--- config.mk ---
export PLATFORM = sky130hd
export DESIGN_NAME = timer_digit_entry_flat
export DESIGN_NICKNAME = d
export VERILOG_FILES = /design/src/rtl/timer_digit_entry_if.sv /design/src/rtl/timer_digit_entry.sv /design/src/flat_wrapper.sv
export SDC_FILE = /design/constraint.sdc
export NUM_CORES = 1
export LEC_CHECK = 0
export ABC_AREA = 1
export ABC_CLOCK_PERIOD_IN_PS = 2460
export CAP_MARGIN = 20
export CELL_PAD_IN_SITES_DETAIL_PLACEMENT = 1
export CELL_PAD_IN_SITES_GLOBAL_PLACEMENT = 2
export CORE_MARGIN = 2
export CORE_UTILIZATION = 25
export DETAILED_ROUTE_END_ITERATION = 10
export PLACE_DENSITY_LB_ADDON = 0.1
export SLEW_MARGIN = 20
export SYNTH_ARGS = -nofsm -noshare
export SYNTH_HDL_FRONTEND = slang
export SYNTH_SLANG_ARGS = --single-unit
--- constraint.sdc ---
create_clock -name clk -period 2.46 [get_ports clk]
set_input_delay 0.492 -clock clk [delete_from_list [all_inputs] [get_ports clk]]
set_output_delay 0.492 -clock clk [all_outputs]
set_load 0.01 [all_outputs]
--- src/rtl/timer_digit_entry_if.sv ---
// Digit-entry bus: encoder inputs, control levels, and outputs toward the countdown timer.
// master drives the keys and controls; slave is the digit-entry controller.
interface timer_digit_entry_if #(
  parameter int unsigned NUM_DIGITS = 4
);
  localparam int unsigned CW = $clog2(NUM_DIGITS + 1);

  logic [3:0]              bcd;
  logic                    valid_data;
  logic                    start;
  logic                    clear;
  logic                    timer_done;
  logic                    enablen;
  logic                    loadn;
  logic [4*NUM_DIGITS-1:0] digits;
  logic [CW-1:0]           digit_count;

  modport master (
    output bcd, valid_data, start, clear, timer_done,
    input  enablen, loadn, digits, digit_count
  );

  modport slave (
    input  bcd, valid_data, start, clear, timer_done,
    output enablen, loadn, digits, digit_count
  );
endinterface

--- src/rtl/timer_digit_entry.sv ---
// Digit-entry controller: captures one BCD digit per key press into a shift register,
// pulses loadn to hand the value to the countdown timer, and disables the encoder while
// the timer runs.
// Optional: define TIMER_ENTRY_SEC_CLAMP_EN to clamp the seconds field to 59 at load.
module timer_digit_entry #(
  parameter int unsigned NUM_DIGITS = 4,
  parameter int unsigned LOAD_PULSE = 1
) (
  input logic                  clk,
  input logic                  rst_n,
  timer_digit_entry_if.slave   bus
);
  localparam int unsigned DW = 4 * NUM_DIGITS;
  localparam int unsigned CW = $clog2(NUM_DIGITS + 1);
  localparam int unsigned PW = (LOAD_PULSE < 1) ? 1 : $clog2(LOAD_PULSE + 1);

  localparam logic [1:0] StIdle  = 2'd0;
  localparam logic [1:0] StEntry = 2'd1;
  localparam logic [1:0] StLoad  = 2'd2;
  localparam logic [1:0] StRun   = 2'd3;

  logic [1:0]    state_q, state_d;
  logic [DW-1:0] digits_q, digits_d;
  logic [CW-1:0] count_q, count_d;
  logic [PW-1:0] pulse_q, pulse_d;
  logic          vd_q;
  logic          loadn_q, loadn_d;
  logic          enablen_q, enablen_d;
  logic          key_edge, key_ok;

  // One key per press: rising edge of the level strobe; codes above 9 are swallowed.
  assign key_edge = bus.valid_data & ~vd_q;
  assign key_ok   = key_edge && (bus.bcd <= 4'd9);

  // Next-state, digit shift register and load-pulse counter.
  always_comb begin
    state_d  = state_q;
    digits_d = digits_q;
    count_d  = count_q;
    pulse_d  = pulse_q;
    unique case (state_q)
      StIdle: begin
        if (!bus.clear && key_ok) begin
          digits_d = {digits_q[DW-5:0], bus.bcd};
          count_d  = count_q + 1'b1;
          state_d  = StEntry;
        end
      end
      StEntry: begin
        if (bus.clear) begin
          digits_d = '0;
          count_d  = '0;
          state_d  = StIdle;
        end else if (bus.start) begin
          // A key arriving with start is dropped so the loaded value is what was shown.
          pulse_d = '0;
          state_d = StLoad;
`ifdef TIMER_ENTRY_SEC_CLAMP_EN
          if (digits_q[7:0] > 8'h59) digits_d[7:0] = 8'h59;
`endif
        end else if (key_ok) begin
          digits_d = {digits_q[DW-5:0], bus.bcd};
          if (count_q != CW'(NUM_DIGITS)) count_d = count_q + 1'b1;
        end
      end
      StLoad: begin
        // First cycle here only arms the counter; loadn is low while pulse is 1..LOAD_PULSE.
        if (pulse_q == PW'(LOAD_PULSE)) state_d = StRun;
        else pulse_d = pulse_q + 1'b1;
      end
      StRun: begin
        if (bus.clear || bus.timer_done) begin
          digits_d = '0;
          count_d  = '0;
          state_d  = StIdle;
        end
      end
      default: state_d = StIdle;
    endcase
  end

  // Outputs are registered from the next state so loadn rise and enablen rise coincide.
  always_comb begin
    loadn_d   = !((state_d == StLoad) && (pulse_d != '0));
    enablen_d = (state_d == StRun);
  end

  // State registers; vd_q resets high so a key held through reset is not taken.
  always_ff @(posedge clk or negedge rst_n) begin
    if (!rst_n) begin
      state_q   <= StIdle;
      digits_q  <= '0;
      count_q   <= '0;
      pulse_q   <= '0;
      vd_q      <= 1'b1;
      loadn_q   <= 1'b1;
      enablen_q <= 1'b0;
    end else begin
      state_q   <= state_d;
      digits_q  <= digits_d;
      count_q   <= count_d;
      pulse_q   <= pulse_d;
      vd_q      <= bus.valid_data;
      loadn_q   <= loadn_d;
      enablen_q <= enablen_d;
    end
  end

  assign bus.digits      = digits_q;
  assign bus.digit_count = count_q;
  assign bus.loadn       = loadn_q;
  assign bus.enablen     = enablen_q;
endmodule

--- src/flat_wrapper.sv ---
// flat-port wrapper written by rule: the top's interface ports become plain ports
module timer_digit_entry_flat 
#(
  parameter int unsigned NUM_DIGITS = 4,
  parameter int unsigned LOAD_PULSE = 1
)
  (clk, rst_n, bus_bcd, bus_valid_data, bus_start, bus_clear, bus_timer_done, bus_enablen, bus_loadn, bus_digits, bus_digit_count);
  timer_digit_entry_if #(.NUM_DIGITS(NUM_DIGITS)) bus_i ();
  input logic clk;
  input logic rst_n;
  input wire logic [$bits(bus_i.bcd)-1:0] bus_bcd;
  input wire logic [$bits(bus_i.valid_data)-1:0] bus_valid_data;
  input wire logic [$bits(bus_i.start)-1:0] bus_start;
  input wire logic [$bits(bus_i.clear)-1:0] bus_clear;
  input wire logic [$bits(bus_i.timer_done)-1:0] bus_timer_done;
  output wire logic [$bits(bus_i.enablen)-1:0] bus_enablen;
  output wire logic [$bits(bus_i.loadn)-1:0] bus_loadn;
  output wire logic [$bits(bus_i.digits)-1:0] bus_digits;
  output wire logic [$bits(bus_i.digit_count)-1:0] bus_digit_count;
  assign bus_i.bcd = bus_bcd;
  assign bus_i.valid_data = bus_valid_data;
  assign bus_i.start = bus_start;
  assign bus_i.clear = bus_clear;
  assign bus_i.timer_done = bus_timer_done;
  assign bus_enablen = bus_i.enablen;
  assign bus_loadn = bus_i.loadn;
  assign bus_digits = bus_i.digits;
  assign bus_digit_count = bus_i.digit_count;
  timer_digit_entry #(.NUM_DIGITS(NUM_DIGITS), .LOAD_PULSE(LOAD_PULSE)) u_core (.clk(clk), .rst_n(rst_n), .bus(bus_i));
endmodule
Yosys cells after proc, flatten, opt, wreduce, memory -nomap -nowiden

Index checks and enable logic that the tools add are counted.

Register bits after elaboration: 25

Add/subtract/negate cells: 2
$lt $le $gt $ge: 1
Equality and inequality tests: 11
Muxes and demuxes: 23
Bitwise gates (word level): 2
Reductions and logical operators: 10

Operators with widths:

| kind                | number |
|---|---|
| $mux 16             | 5 |
| $pmux 16 s3         | 1 |
| $mux 3              | 6 |
| $mux 2              | 5 |
| $pmux 3 s3          | 1 |
| $eq 2x2->1 const B  | 4 |
| $pmux 2 s4          | 1 |
| $ne 3x2->1 const B  | 2 |
| $ne 3x3->1 const B  | 2 |
| $reduce_and 6->1    | 1 |
| $reduce_and 5->1    | 1 |
| $le 4x4->1 const B  | 1 |
| $ne 2x1->1 const B  | 2 |
| $add 3x1->3 const B | 1 |
| $logic_and 1x1->1   | 3 |
| $mux 1              | 3 |
| $reduce_bool 3->1   | 1 |
| $eq 2x1->1 const B  | 1 |
| $logic_not 1->1     | 2 |
| $logic_not 2->1     | 1 |
| $pmux 1 s2          | 1 |
| $add 1x1->1 const B | 1 |
| $and 1x1->1         | 1 |
| $logic_or 1x1->1    | 1 |
| $not 1->1           | 1 |

Longest topological paths before layout

Gate-level depths: netlist of the first run.

Word-level depth: 9
Mapped depth: 9
Gate-level depth less buffers: 9

Worst setup path before layout of the first run

Ideal clock, no wire load.

Path type: register -> register
Start: register u_core.state_q[1]
End: register u_core.digits_q[7], in the netlist u_core.bus.digits[7]
Setup time: 0.118 ns
Data arrival time: 1.390 ns
Required time: 2.342 ns
Path slack: 0.953 ns
Stages on the path, launching flop included: 9
Path through: dfrtp_1 > inv_1 > ha_1 > nor2_1 > nor2_2 > inv_4 > clkbuf_4 > nand2_1 > o21ai_2

Longest elaborated chain between the ends: 3
Elaborated cells on any way between the ends: 10
Classes of those cells: 6 x eq/ne; 1 x mux; 3 x reduce/logical

RTL lines:

| element                                             | line                     | RTL |
|---|---|---|
| start, declared                                     | timer_digit_entry.sv:22  | `logic [1:0] state_q, state_d;` |
| start signal, assigned                              | timer_digit_entry.sv:91  | `state_q <= StIdle;` |
| start signal, assigned                              | timer_digit_entry.sv:99  | `state_q <= state_d;` |
| $eq 2x1->1 (tied with other cells)                  | timer_digit_entry.sv:41  | `unique case (state_q)` |
| $ne 3x2->1 (no source line) (tied with other cells) | n/a                      |  |
| $reduce_and 5->1 (no source line)                   | n/a                      |  |
| end signal, assigned                                | timer_digit_entry.sv:100 | `digits_q <= digits_d;` |
| end, declared                                       | timer_digit_entry.sv:23  | `logic [DW-1:0] digits_q, digits_d;` |

Parallel ways exist; a longest one is shown, timed or not.
A chain may end at the register's enable or synchronous reset.

Final worst setup path of the first run

Start: input bus_bcd[1]
End: register u_core.digits_q[7], in the netlist u_core.bus.digits[7]

Longest elaborated chain between the ends: 5
Elaborated cells on any way between the ends: 6
Classes of those cells: 1 x order compare; 2 x eq/ne; 3 x reduce/logical

RTL lines:

| element                               | line                    | RTL |
|---|---|---|
| start, declared                       | flat_wrapper.sv:11      | `input wire logic [$bits(bus_i.bcd)-1:0] bus_bcd;` |
| $le 4x4->1 (*)                        | timer_digit_entry.sv:33 | `assign key_ok = key_edge && (bus.bcd <= 4'd9);` |
| $logic_and 1x1->1 (*)                 | timer_digit_entry.sv:33 |  |
| $logic_and 1x1->1                     | timer_digit_entry.sv:43 | `if (!bus.clear && key_ok) begin` |
| $ne 2x1->1 (no source line)           | n/a                     |  |
| $reduce_and 5->1 (no source line) (*) | n/a                     |  |

Every way passes the cells marked *; elsewhere a longest branch is shown, timed or not.

==> flow_summary.rst, run 1 <==
.. list-table::
   :header-rows: 1

   * - Metric
     - Value
   * - Per-instance average area after synthesis
     - 9.38 sq um
   * - Worst setup slack for register-to-register paths
     - 500 ps
   * - Std cell rows
     - 26
   * - Yosys Warn Count
     - 0
   * - Via count
     - 1066
   * - Number of primary I/O pins
     - 31
   * - Total met3 wirelength after detailed routing
     - 70 um
   * - Most common cell after layout, fill and taps aside
     - nand2_1
   * - Static power due to leakage
     - 0.781 nW
   * - Post-route DRC violation count
     - 0
   * - Launching element of the worst setup path
     - bus_bcd[1]
   * - Drt initial violations
     - 28
   * - Post-detail-place hpwl
     - 2290 um
   * - Total power density per cell area
     - 1300 nW/um^2
   * - Worst r2r dst
     - u_core.bus.digits[7]
   * - Placed inst area
     - 1710 sq um
   * - Origin of the critical flop-to-flop path
     - u_core.state_q[1]
   * - Die height
     - 77.8 um
   * - # Max-Cap Violations
     - 0
   * - Cells resized by post-CTS repair
     - 0
   * - Antenna violation net count after detailed routing
     - 0
   * - Post-synth net total
     - 162
   * - Final WL
     - 2930 um
   * - Critical path endpoint category
     - flip-flop
   * - Final weighted congestion in routability-driven placement
     - 0.762
   * - Element type at the critical path start
     - primary input
   * - Final-layout worst hold slack
     - 489 ps
   * - Number of distinct library cells after synthesis
     - 25
   * - Mapped Area
     - 1360 sq um
   * - Top layer used by detailed routing
     - met4
   * - Number of nets in the final layout
     - 194
   * - Finished Cell Area
     - 1760 sq um
   * - Proportion of layout cells with a drive suffix above 1
     - 25.6%
   * - Critical-path top delay cell
     - clkdlybuf4s50_1
   * - Total track usage
     - 10.1%
   * - Setup repair after global routing missed its margin
     - no
   * - Worst EP arrival
     - 2160 ps
   * - Worst Path Max Fanout
     - 32
   * - Clock tree skew after final layout
     - 6.52 ps
   * - Most frequent cells in the layout
     - 35 x nand2_1, 30 x clkdlybuf4s50_1, 23 x dfrtp_1, 17 x o21ai_2, 12 x nand2_2
   * - Aggregate global routing overflow
     - 0
   * - Wire length per cell
     - 11.9 um
   * - Final slew viol count
     - 0
   * - Final Cycle Share
     - 81.7%
   * - Cell-by-cell listing of the critical path
     - clkdlybuf4s50_1 -> o21ai_1 -> nand3_1 -> nand2_2 -> nand3_4 -> nand2_1 -> o21ai_2
   * - Clock Pin Slew Worst Setup and Hold Paths
     - 100 ps
   * - Synthesized netlist cell count
     - 145
   * - Headroom to the max-slew limit
     - 64.6%
   * - Timing-limited maximum frequency
     - 0.497 GHz
   * - Detailed-route vias per instance
     - 4.33
   * - PortBufs
     - 30
   * - Insertion delay of the later-clocked pin in the worst-skew pair
     - 270 ps
   * - Initial core utilization
     - 26.3%
   * - Min-Delay Path Class
     - flip-flop to flip-flop
   * - CTS sink cnt
     - 25
   * - Number of antenna violations at the first check in global routing
     - 0
   * - Root cell of the clock tree
     - clkbuf_8
   * - DP Worst Slack
     - 151 ps
   * - Met2 wire len
     - 1500 um
   * - Tightest Pin Transition
     - 532 ps
   * - Delay contributed by the slowest stage of the critical path
     - 450 ps
   * - Die Footprint
     - 6050 sq um
   * - Area of the core
     - 5170 sq um
   * - Setup TNS
     - 0 ps
   * - Buffer levels on the longest clock path
     - 2
   * - Antenna diode count
     - 0
   * - PnR worst setup slack
     - 450 ps
   * - TritonCTS clock tree
     - yes
   * - Worst Reg2Reg Path Length in Cells
     - 8
   * - Synthesis-stage register bit count
     - 25
   * - Area Overhead vs Synth
     - 29.4%
   * - Sequential fraction of the synthesis area
     - 46.2%
   * - CTS Hold Bufs
     - 0
   * - Worst vdd ir
     - 0.436 mV
   * - Fin crit period
     - 2010 ps
   * - Run status
     - complete, no violations
   * - Horizontal die dimension
     - 77.8 um
   * - Kind of critical path
     - primary input to flip-flop
   * - Number of global-route vias before repair
     - 1043
   * - Total of endpoints with negative setup slack in the final report
     - 0
   * - Overall power
     - 2.29 mW
   * - Data required time at the worst endpoint
     - 2610 ps
   * - First-pass GRT wire length
     - 4930 um
   * - CTS Buf Count
     - 3
   * - DRT Pass-1 Iters
     - 4
   * - Number of H-tree branching levels
     - 1
   * - Post-CTS setup-driven buffer insertion count
     - 0
   * - Hold Fails Final Rpt
     - 0
   * - Critical path destination
     - u_core.bus.digits[7]
   * - Pin count of the biggest net entering global routing
     - 33
   * - Sum of routed wire segments on met1
     - 1320 um
==> cells in the mapped netlist <==
cell | n | area share, %
o21ai_1 | 3 | 1.1
inv_1 | 10 | 2.8
clkbuf_4 | 1 | 0.55
dfstp_2 | 2 | 3.9
inv_2 | 2 | 0.55
nand2_1 | 35 | 9.7
o21ai_0 | 1 | 0.37
inv_4 | 1 | 0.46
xnor2_1 | 1 | 0.64
nor2_2 | 2 | 0.92
nand4_1 | 6 | 2.8
nor2_1 | 5 | 1.4
nand2_2 | 12 | 5.5
nand3_1 | 7 | 2.6
o21ai_2 | 17 | 11
a22o_1 | 1 | 0.64
nor2_4 | 1 | 0.83
clkinv_2 | 1 | 0.37
ha_1 | 7 | 6.4
nor2b_1 | 1 | 0.46
nand3_4 | 1 | 1.3
buf_6 | 3 | 2.5
a21oi_1 | 1 | 0.37
dfrtp_1 | 23 | 42
nand3_2 | 1 | 0.74
==> stage by stage <==
| stage | utilization, % | std cells |
|---|---|---|
| after floorplan | - | 145 |
| after global placement | 33.1 | 242 |
| after detailed placement | 33.1 | 242 |
| after CTS | 34.0 | 246 |
| after global routing | 34.0 | 246 |
| final | 34.0 | 246 |
==> critical path, delay by kind of cell <==
kind	cells	cell delay [ps]
AOI/OAI and AO/OA	2	280
buffers and inverters	1	450
and+or+nand+nor	4	930
==> state kept, by name, indices dropped and copies added (netlist names) <==
register / cells
u_core.bus.digit_count: 3
u_core.bus.digits: 16
u_core.bus.enablen: 1
u_core.bus.loadn: 1
u_core.pulse_q: 1
u_core.state_q: 2
u_core.vd_q: 1
==> power by group <==
part           internal, mW  switching [mW]
registers             0.574           0.144
logic                 0.548           0.771
clock network         0.113           0.138
==> cell type report <==
cell class / instances / area [sq um]
Clock buffer: 3 / 41.3
Clock inverter: 1 / 5.00
Fill cell: 610 / 3410
Inverter: 14 / 56.3
Multi-Input combinational cell: 102 / 634
Sequential cell: 25 / 628
Tap cell: 70 / 87.6
Timing Repair Buffer: 31 / 308
==> per-layer routing <==
layer,track usage [%],vias up
li1,-,529
met5,0,-
met2,17.5,17
met1,12.6,518
met3,1.16,2
met4,4.29,0
==> how the worst min path moves through the flow <==
| stage | end | slack [ps] | cells after the start | start |
|---|---|---|---|---|
| after floorplan | u_core.bus.digit_count[0] | 200 | 0 | rst_n |
| after global placement | u_core.bus.digits[13] | 470 | 2 | u_core.bus.digits[13] |
| after detailed placement | u_core.bus.digits[13] | 470 | 2 | u_core.bus.digits[13] |
| after CTS | u_core.bus.digits[13] | 500 | 2 | u_core.bus.digits[13] |
| after global routing | u_core.bus.digits[13] | 500 | 2 | u_core.bus.digits[13] |
| final | u_core.bus.digits[13] | 490 | 2 | u_core.bus.digits[13] |
==> cell families (layout without fill, tap and decap cells) <==
group / count (synthesis) / in the layout / share of synthesized area (%)
compound gates: 23 / 23 / 13.4
xor+xnor: 1 / 1 / 0.644
fa+ha+maj: 7 / 7 / 6.44
buf+inv: 18 / 49 / 7.18
flops: 25 / 25 / 46.2
simple gates: 71 / 71 / 26.1
No activity file was read; power rests on OpenSTA's default activity.
==> run 2: changes to the inputs <==
ABC_CLOCK_PERIOD_IN_PS = 1980   (was 2460)
clock period = 1.98 ns   (was 2.46 ns; I/O delays follow)
==> run 2 against run 1 <==
  * Cell count is 0.81% higher
  * Hold slack better by 5.5 ps
  * Clock power rose by 19%
  * Sequential power is 24% higher
  * Combinational power rose by 36%
  * Sequential cell count unchanged
  * Sequential share of layout area decreased by 0.77 points
  * First-iteration DRC count up 29%
  * Global-route usage is 0.60 points higher
  * Register-to-register slack worse by 280 ps
  * Cell area up 2.2%
==> flow_summary.rst, run 2 (synthesis gave the netlist of run 1 again) <==
.. list-table::
   :header-rows: 1

   * - Metric
     - Value
   * - Number of primary I/O pins
     - 31 (unchanged)
   * - Final slew viol count
     - 0 (unchanged)
   * - First-pass GRT wire length
     - 5180 um (was 4930 um)
   * - Clock Pin Slew Worst Setup and Hold Paths
     - 80 ps (was 100 ps)
   * - Most common cell after layout, fill and taps aside
     - nand2_1 (unchanged)
   * - Number of H-tree branching levels
     - 1 (unchanged)
   * - Aggregate global routing overflow
     - 0 (unchanged)
   * - PortBufs
     - 30 (unchanged)
   * - Min-Delay Path Class
     - flip-flop to flip-flop (unchanged)
   * - Worst Path Max Fanout
     - 17 (was 32)
   * - Tightest Pin Transition
     - 338 ps (was 532 ps)
   * - Wire length per cell
     - 12.2 um (was 11.9 um)
   * - Die height
     - 77.8 um (unchanged)
   * - Post-detail-place hpwl
     - 2330 um (was 2290 um)
   * - Area of the core
     - 5170 sq um (unchanged)
   * - Proportion of layout cells with a drive suffix above 1
     - 25.8% (was 25.6%)
   * - # Max-Cap Violations
     - 0 (unchanged)
   * - Post-CTS setup-driven buffer insertion count
     - 0 (unchanged)
   * - Worst EP arrival
     - 1950 ps (was 2160 ps)
   * - Data required time at the worst endpoint
     - 2180 ps (was 2610 ps)
   * - CTS Buf Count
     - 3 (unchanged)
   * - Number of antenna violations at the first check in global routing
     - 0 (unchanged)
   * - Run status
     - complete, no violations (unchanged)
   * - Headroom to the max-slew limit
     - 77.4% (was 64.6%)
   * - Root cell of the clock tree
     - clkbuf_8 (unchanged)
   * - CTS Hold Bufs
     - 0 (unchanged)
   * - Horizontal die dimension
     - 77.8 um (unchanged)
   * - Die Footprint
     - 6050 sq um (unchanged)
   * - Final weighted congestion in routability-driven placement
     - 0.835 (was 0.762)
   * - Clock tree skew after final layout
     - 1.40 ps (was 6.52 ps)
   * - Critical path endpoint category
     - flip-flop (unchanged)
   * - Total of endpoints with negative setup slack in the final report
     - 0 (unchanged)
   * - Setup TNS
     - 0 ps (unchanged)
   * - CTS sink cnt
     - 25 (unchanged)
   * - Post-route DRC violation count
     - 0 (unchanged)
   * - Hold Fails Final Rpt
     - 0 (unchanged)
   * - TritonCTS clock tree
     - yes (unchanged)
   * - Antenna violation net count after detailed routing
     - 0 (unchanged)
   * - Number of global-route vias before repair
     - 1145 (was 1043)
   * - Pin count of the biggest net entering global routing
     - 26 (was 33)
   * - DRT Pass-1 Iters
     - 4 (unchanged)
   * - Setup repair after global routing missed its margin
     - no (unchanged)
   * - Total power density per cell area
     - 1660 nW/um^2 (was 1300 nW/um^2)
   * - Buffer levels on the longest clock path
     - 2 (unchanged)
   * - Fin crit period
     - 1760 ps
   * - Detailed-route vias per instance
     - 4.48 (was 4.33)
   * - Cells resized by post-CTS repair
     - 0 (unchanged)
   * - Post-placement cell count
     - 244 (was 242)
   * - Max FFs per register
     - 16 (unchanged)
   * - Total track usage
     - 10.7% (was 10.1%)
   * - Static power due to leakage
     - 0.797 nW (was 0.781 nW)
   * - Number of nets in the final layout
     - 196 (was 194)
   * - Timing-limited maximum frequency
     - 0.570 GHz
   * - Worst vdd ir
     - 0.495 mV (was 0.436 mV)
   * - Antenna diode count
     - 0 (unchanged)
   * - Final WL
     - 3030 um (was 2930 um)
   * - Final cell count without fillers
     - 248 (was 246)
   * - Via count
     - 1112 (was 1066)
   * - Final Cycle Share
     - 88.6%
   * - Kind of critical path
     - flip-flop to flip-flop (was primary input to flip-flop)
   * - Area Overhead vs Synth
     - 32.3% (was 29.4%)
   * - Initial core utilization
     - 26.3% (unchanged)
   * - Element type at the critical path start
     - flip-flop (was primary input)
   * - Drt initial violations
     - 36 (was 28)
   * - Insertion delay of the later-clocked pin in the worst-skew pair
     - 260 ps (was 270 ps)
   * - Std cell rows
     - 26 (unchanged)
   * - Most frequent cells in the layout
     - 35 x nand2_1, 30 x clkdlybuf4s50_1, 23 x dfrtp_1, 17 x o21ai_2, 12 x nand2_2 (unchanged)
run 2: changes by cell type in the layout (fill, tap and decap cells not counted):
cell,previous run,this run
buf_12,0,2
clkbuf_1,0,1
clkinv_2,2,1
run 2: worst max-delay path, stage by stage (launching register included):
cell and delay, ps:
dfrtp_1 440, inv_1 150, ha_1 290, inv_2 70, nor2_4 150, nand2_1 130, nand3_4 130, buf_12 170
nand2_1 80, o21ai_2 60
run 2: stage by stage:
stage	area (sq um)	hold slack (ps)	utilization, %	setup slack (ps)	total power [mW]
after floorplan	1360	100	-	473	2.09
after global placement	1750	473	33.9	46.9	2.69
after detailed placement	1750	474	33.9	15.5	2.73
after global routing	1800	514	34.8	35.2	3.26
final	1800	494	34.8	225	2.98
after CTS	1800	498	34.8	198	3.05
run 2: worst paths after layout:
path / startpoint / to / slack (ps) / cells after the start
setup / recovery: u_core.state_q[1] / u_core.bus.digits[7] / 220 / 9
hold / removal: u_core.bus.digits[15] / u_core.bus.digits[15] / 490 / 2
setup reg to reg: u_core.state_q[1] / u_core.bus.digits[7] / 220 / 9
hold reg to reg: u_core.bus.digits[15] / u_core.bus.digits[15] / 490 / 2
max in group asynchronous: rst_n / u_core.vd_q / 1180 / 2
min in group asynchronous: rst_n / u_core.bus.digits[15] / 500 / 2
run 2: layout make-up:
type | count | area [sq um]
Inverter | 14 | 56.3
Multi-Input combinational cell | 102 | 634
Sequential cell | 25 | 628
Timing Repair Buffer | 33 | 348
Tap cell | 70 | 87.6
Clock buffer | 4 | 45.0
Fill cell | 599 | 3370
run 2: routing by layer:
layer  routed length [um]  GRT usage (%)  vias up
met4                   50           5.89        0
li1                     -              -      533
met5                    0              0        -
met2                 1640           19.7       19
met3                   80           1.16        4
met1                 1260           11.9      556
run 2: power breakdown:
group / internal, mW / total [mW] / leakage, nW / switching, mW
registers: 0.714 / 0.891 / 0.325 / 0.178
clock network: 0.144 / 0.299 / 0.0228 / 0.155
logic: 0.806 / 1.79 / 0.449 / 0.987
